$ cat src/rtl/dsm_cic_decimator.sv
// Third-order CIC decimator (M=1) for the modulator's ternary pwm stream.
// One signed OUT_W-bit sample is produced every 2^DEC_LOG2 enabled cycles.
module dsm_cic_decimator #(
  parameter int DEC_LOG2 = 3,
  parameter int OUT_W    = 15
) (
  input  logic                    clock,
  input  logic                    reset,
  input  logic                    enable,
  input  logic [1:0]              pwm,
  output logic signed [OUT_W-1:0] dout,
  output logic                    dout_valid,
  output logic                    code_err
);

  localparam int W     = 2 + 3 * DEC_LOG2;
  localparam int SHIFT = OUT_W - 1 - 3 * DEC_LOG2;

  localparam logic signed [OUT_W:0] MAX_V = {2'b00, {(OUT_W-1){1'b1}}};
  localparam logic signed [OUT_W:0] MIN_V = {2'b11, {(OUT_W-1){1'b0}}};

  generate
    if (3 * DEC_LOG2 > OUT_W - 1) begin : g_bad_width
      $error("dsm_cic_decimator: 3*DEC_LOG2 must not exceed OUT_W-1");
    end
  endgenerate

  logic signed [W-1:0]     x_d, x_q;
  logic signed [W-1:0]     int1_q, int2_q, int3_q;
  logic signed [W-1:0]     d1_q, d2_q, d3_q;
  logic signed [W-1:0]     c1, c2, c3;
  logic [DEC_LOG2-1:0]     phase_q;
  logic                    illegal;
  logic                    block_end;
  logic signed [OUT_W:0]   ext, shifted;
  logic signed [OUT_W-1:0] dout_d, dout_q;
  logic                    dout_valid_q;
  logic                    code_err_q;

  always_comb begin
    x_d     = '0;
    illegal = 1'b0;
    case (pwm)
      2'b01:   x_d = W'(1);
      2'b11:   x_d = '1;
      2'b10:   illegal = 1'b1;
      default: x_d = '0;
    endcase
  end

  // Combs see int3 only on the last phase of each block; wrap is intentional.
  always_comb begin
    block_end = (phase_q == {DEC_LOG2{1'b1}});
    c1        = int3_q - d1_q;
    c2        = c1 - d2_q;
    c3        = c2 - d3_q;
    ext       = (OUT_W+1)'(c3);
    shifted   = ext <<< SHIFT;
    if (shifted > MAX_V) begin
      dout_d = MAX_V[OUT_W-1:0];
    end else if (shifted < MIN_V) begin
      dout_d = MIN_V[OUT_W-1:0];
    end else begin
      dout_d = shifted[OUT_W-1:0];
    end
  end

  always_ff @(posedge clock) begin
    if (!reset) begin
      x_q          <= '0;
      int1_q       <= '0;
      int2_q       <= '0;
      int3_q       <= '0;
      phase_q      <= '0;
      d1_q         <= '0;
      d2_q         <= '0;
      d3_q         <= '0;
      dout_q       <= '0;
      dout_valid_q <= 1'b0;
      code_err_q   <= 1'b0;
    end else if (enable) begin
      x_q     <= x_d;
      int1_q  <= int1_q + x_q;
      int2_q  <= int2_q + int1_q;
      int3_q  <= int3_q + int2_q;
      phase_q <= phase_q + DEC_LOG2'(1);
      if (illegal) begin
        code_err_q <= 1'b1;
      end
      if (block_end) begin
        d1_q         <= int3_q;
        d2_q         <= c1;
        d3_q         <= c2;
        dout_q       <= dout_d;
        dout_valid_q <= 1'b1;
      end else begin
        dout_valid_q <= 1'b0;
      end
    end else begin
      dout_valid_q <= 1'b0;
    end
  end

  assign dout       = dout_q;
  assign dout_valid = dout_valid_q;
  assign code_err   = code_err_q;

endmodule

$ cat config.mk
export PLATFORM = sky130hd
export DESIGN_NAME = dsm_cic_decimator
export DESIGN_NICKNAME = d
export VERILOG_FILES = /design/src/rtl/dsm_cic_decimator.sv
export SDC_FILE = /design/constraint.sdc
export NUM_CORES = 1
export LEC_CHECK = 0
export ABC_AREA = 1
export BUFFER_PORTS_ARGS = -buffer_cell sky130_fd_sc_hd__buf_2
export CAP_MARGIN = 20
export CORE_ASPECT_RATIO = 1.5
export CORE_MARGIN = 5
export CORE_UTILIZATION = 68
export DETAILED_ROUTE_END_ITERATION = 8
export GPL_TIMING_DRIVEN = 0
export PLACE_DENSITY_LB_ADDON = 0.3
export RECOVER_POWER = 50
export SYNTH_ARGS = -nofsm -noshare
export SYNTH_HDL_FRONTEND = slang
export SYNTH_SLANG_ARGS = --single-unit
$ cat constraint.sdc
create_clock -name clock -period 12.8 [get_ports clock]
set_input_delay 1.28 -clock clock [delete_from_list [all_inputs] [get_ports clock]]
set_output_delay 1.28 -clock clock [all_outputs]
set_load 0.05 [all_outputs]
* Yosys cells after proc, flatten, opt, wreduce, memory -nomap -nowiden
Index checks and enable logic that the tools add are counted.
Widths: inputs -> output; s select.
** Storage, ports and cells
- Bits in registers :: 97
- Input port bits :: 5
- Output and inout port bits :: 17
- Logic and storage cells :: 32
** Cells by class
- Add/sub/neg operators :: 7
- $lt $le $gt $ge :: 2
- Equality and inequality tests :: 4
- Mux-type cells :: 5
- Reduce and logical (&&, ||, !) cells :: 3
** Operators with widths (number)
- $add 11x11->11 :: 3
- $sub 11x11->11 :: 3
- $mux 15 :: 2
- $pmux 11 s2 :: 1
- $gt 16x15->1 const B :: 1
- $lt 16x15->1 const B :: 1
- $reduce_and 2->1 :: 3
- $eq 2x2->1 const B :: 2
- $add 3x1->3 const B :: 1
- $eq 3x3->1 const B :: 1
- $eq 2x1->1 const B :: 1
- $mux 1 :: 2

* Longest topological paths before layout
- Depth after elaboration :: 6
- Depth in mapped cells :: 30
- Gate-level depth less buffers :: 30

* Worst setup path after synthesis
OpenSTA, ideal clock, no wires.
- Path type :: register to register
- Start :: reg int3_q[0]
- End :: reg dout_q[12], in the netlist dout[12]
- Setup time :: 0.109 ns
- Arrival time :: 4.188 ns
- Required time :: 12.691 ns
- Setup slack :: 8.503 ns
- Cell stages (with the launch flop) :: 28
- Path buffers :: 0
- Period minus slack after synthesis :: 4.297 ns
- Path through :: dfxtp_1 -> inv_1 -> ha_1 -> inv_1 -> fa_1 -> a31oi_1 -> xnor2_1 -> ha_1 -> nand2_1 -> nor2_1 -> a2111oi_0 -> nor2_1 -> o21ai_0 -> nand3_1 -> nand2_1 -> inv_1 -> ha_1 -> inv_1 -> nor4_1 -> nand3_1 -> nand3_1 -> inv_1 -> nand3_1 -> nand3_1 -> nand2_1 -> nand3_1 -> nand2_1 -> inv_1
** On the way
- Cells in the longest elaborated chain, start to end :: 6
- Elaborated cells between the ends (all ways) :: 7
- Those cells by class :: add/sub (3); order compare (2); mux (2)
** Ends and longest elaborated chain
- from (decl) :: line 29 : logic signed [W-1:0] int1_q, int2_q, int3_q;
- from (signal assigned) :: line 85 : int3_q <= int3_q + int2_q;
- $sub 11x11->11 * :: line 54 : c1 = int3_q - d1_q;
- net c1[4] :: line 31 : logic signed [W-1:0] c1, c2, c3;
- $sub 11x11->11 * :: line 55 : c2 = c1 - d2_q;
- net c2[7] :: line 31
- $sub 11x11->11 * :: line 56 : c3 = c2 - d3_q;
- $lt 16x15->1 :: line 61 : end else if (shifted < MIN_V) begin
- $mux 15 :: line 61
- $mux 15 * :: line 59 : if (shifted > MAX_V) begin
- to (signal assigned) :: line 94 : dout_q <= dout_d;
- to (decl) :: line 36 : logic signed [OUT_W-1:0] dout_d, dout_q;
Mark *: on every way through the listed nets, which the timed path passes. The rest lies on a longest branch.
A chain may end at the register's enable or synchronous reset.

* Worst setup path after layout
Same ends and word-level chain as after synthesis.

==> flow_metrics.tcl <==
set metrics [dict create \
    via_count 5381 \
    die_w_microns 85.7 \
    synth_top_area_share_pct 28.8 \
    coreArea_sq_mm 0.00841 \
    antenna_found_initial 0 \
    netlist_area_sq_mm 0.00584 \
    yosysSeqAreaShare_pct 28.8 \
    clock.fmax_ghz 0.193 \
    cts_hold_repair.buffers 0 \
    gp_congestion 0.904 \
    grt_pass1_wl_mm 24.4 \
    htree_num_levels 3 \
    root_buffer "clkbuf_16" \
    comb_power_share_pct 47.8 \
    placedCellCount 924 \
    tns_ns 0 \
    rsz0062_at_grt "no" \
    drive_gt1_share_pct 6.96 \
    cp.arrival_ns 5.42 \
    status "complete, no violations" \
    yosysUniqueCellTypes 41 \
    worst_hold_slack_ns 0.458 \
    cts_resized 0 \
    tightest_slew_ns 0.722 \
    clkLatencyLatePin_ns 0.35 \
    drc 0 \
    switching_share_pct 42.1 \
    critical-path-max-stage-delay_ns 0.63 \
    clockBufferDepth 2 \
    synthCells 797 \
    stdcell_count 940 \
    skew_ns 0.00713 \
    initial_utilization_pct 69.5 \
    timing.slew.headroom_pct 50.6 \
    final_max_slew_viol_count 0 \
    critPathLaunchType "register" \
    maxCapViolCount 0 \
    syn_avg_cell_area_sq_um 7.33 \
    clockPowerShare_pct 25.7 \
    critPathTopFamily "simple AND/OR/NAND/NOR gates" \
    period_minus_slack_ns 5.18 \
    grt_max_degree 15 \
    insertedDiodeCount 0 \
    p_per_area_mw_per_mm2 170 \
    cts_made_buffers 9 \
    synth-seq-cells 84 \
    first_pass_iters 5 \
    final_cell_mix "129 x inv_1, 97 x nand2_1, 87 x nor2_1" \
    p_switching_mw 0.456 \
    ir_drop_v 0.000147 \
    gr-usage-all-layers_pct 29.4 \
    rows 41 \
    timing.critical_path.mode_cell "inv_1" \
    worst-path-buf-inv 5 \
    setup_viol 0 \
    grt_pass1_vias 5551 \
    final_util_pct 75.8 \
    leakagePower_nw 3.12 \
    min_path_type "reg -> reg" \
    viasPerCell 5.72 \
    end_kind "register" \
    min_period_over_period_pct 40.5 \
    final_nets 901 \
    p_seq_share_pct 26.5 \
    cp.required_ns 13.05 \
    drt-total-wl_mm 14.6 \
    post_cts_buffers 0 \
    dp_hpwl_mm 11.1 \
    ys_warn_count 0 \
    portBuffers 20 \
    crit_path_top_delay_cell "a2111oi_0" \
    final_common_cell "inv_1" \
    fp.dieH_microns 124 \
    cts_tree "done" \
    finalHoldViolations 0 \
    worst-setup-path-type "reg -> reg" \
    grt_overflow_total 0 \
    drt-initial-drc-count 220 \
    nFillCells 660 \
    clk_pin_slew_ns 0.06 \
    synth.largest_area_cell "dfxtp_1" \
    p_int_mw 0.628 \
    synth_area_leaders "dfxtp_1 29%, ha_1 13%, inv_1 8.2%" \
    ant_nets 0 \
    synth_nets 870 \
    io_pins 22 \
    dieArea_sq_mm 0.0106 \
    cts.sink_count 84 \
    wl_per_cell_microns 15.6 \
    cp_max_fo 5 \
    syn2layout_area_growth_pct 9.10 \
]
final cells by class:
type,count,area [sq um],share of cell area (%)
Timing Repair Buffer,20,83.8,1.31
Clock inverter,7,91.3,1.43
Multi-Input combinational cell,556,3560,55.8
Clock buffer,9,225,3.53
Tap cell,107,134,2.10
Sequential cell,84,1680,26.4
Inverter,129,484,7.59
Buffer,28,120,1.88
routing by layer:
layer,up-vias,wire [microns],track usage (%)
li1,2668,-,-
met1,2514,5260,26.8
met2,137,7960,57.1
met3,62,489,4.47
met4,0,928,21.9
met5,-,0,0
flip-flops by register name, summed over array words and instances, names as in the netlist:
name	count
int1_q	11
d2_q	11
phase_q	3
code_err	1
dout_valid	1
d1_q	11
dout	11
int3_q	11
d3_q	11
int2_q	11
x_q	2
power by group through the flow:
stage | sequential (mW) | combinational, mW | clock (mW)
after floorplan | 0.291 | 0.400 | 0
after global placement | 0.292 | 0.490 | 0
after detailed placement | 0.293 | 0.507 | 0
after CTS | 0.287 | 0.514 | 0.279
after global routing | 0.288 | 0.580 | 0.289
final | 0.287 | 0.519 | 0.278
final timing paths:
path | start | to | slack [ns] | depth (start not counted)
setup / recovery | int3_q[0] | dout[12] | 7.62 | 26
hold / removal | d1_q[8] | d1_q[8] | 0.46 | 2
setup reg to reg | int3_q[0] | dout[12] | 7.62 | 26
hold reg to reg | d1_q[8] | d1_q[8] | 0.46 | 2
cell usage after synthesis (all sizes together):
master / number
a2111oi: 1
a211oi: 2
a21boi: 3
a21o: 2
a21oi: 89
a31oi: 4
buf: 10
clkbuf: 18
dfxtp: 84
fa: 6
ha: 62
inv: 129
nand2: 106
nand3: 34
nand4: 3
nor2: 88
nor3: 8
nor3b: 2
nor4: 1
o2111ai: 3
o211ai: 4
o21ai: 79
o21bai: 4
o221ai: 1
o22ai: 1
o31a: 1
o31ai: 4
or2: 1
xnor2: 14
xor2: 33
cell families (layout without fill, tap and decap cells):
logic type / after synthesis / count (layout) / share of synthesized area [%]
buffers and inverters: 157 / 193 / 10.4
AND/OR/NAND/NOR: 243 / 243 / 19.8
AO/OA/AOI/OAI: 198 / 198 / 18.7
flip-flops: 84 / 84 / 28.8
XOR/XNOR: 47 / 47 / 7.04
adder cells (fa/ha/maj): 68 / 68 / 15.3
metrics by stage:
stage          cell area (sq um)  worst slack (ns)  power (mW)
6_report                    6380              7.62        1.08
5_1_grt                     6380              7.15        1.16
4_1_cts                     6390              7.71        1.08
3_5_place_dp                6080              7.79       0.800
3_3_place_gp                6080              7.89       0.782
2_1_floorplan               5840              8.50       0.691
worst register-to-register path, delay by kind of cell (launching register included):
| kind | cells | cell delay, ns |
|---|---|---|
| simple gates | 11 | 1.33 |
| flops | 1 | 0.32 |
| xor+xnor | 2 | 0.47 |
| fa+ha+maj | 4 | 1.30 |
| compound gates | 4 | 1.24 |
| buf+inv | 5 | 0.42 |
Power figures use the tool's default switching activity.
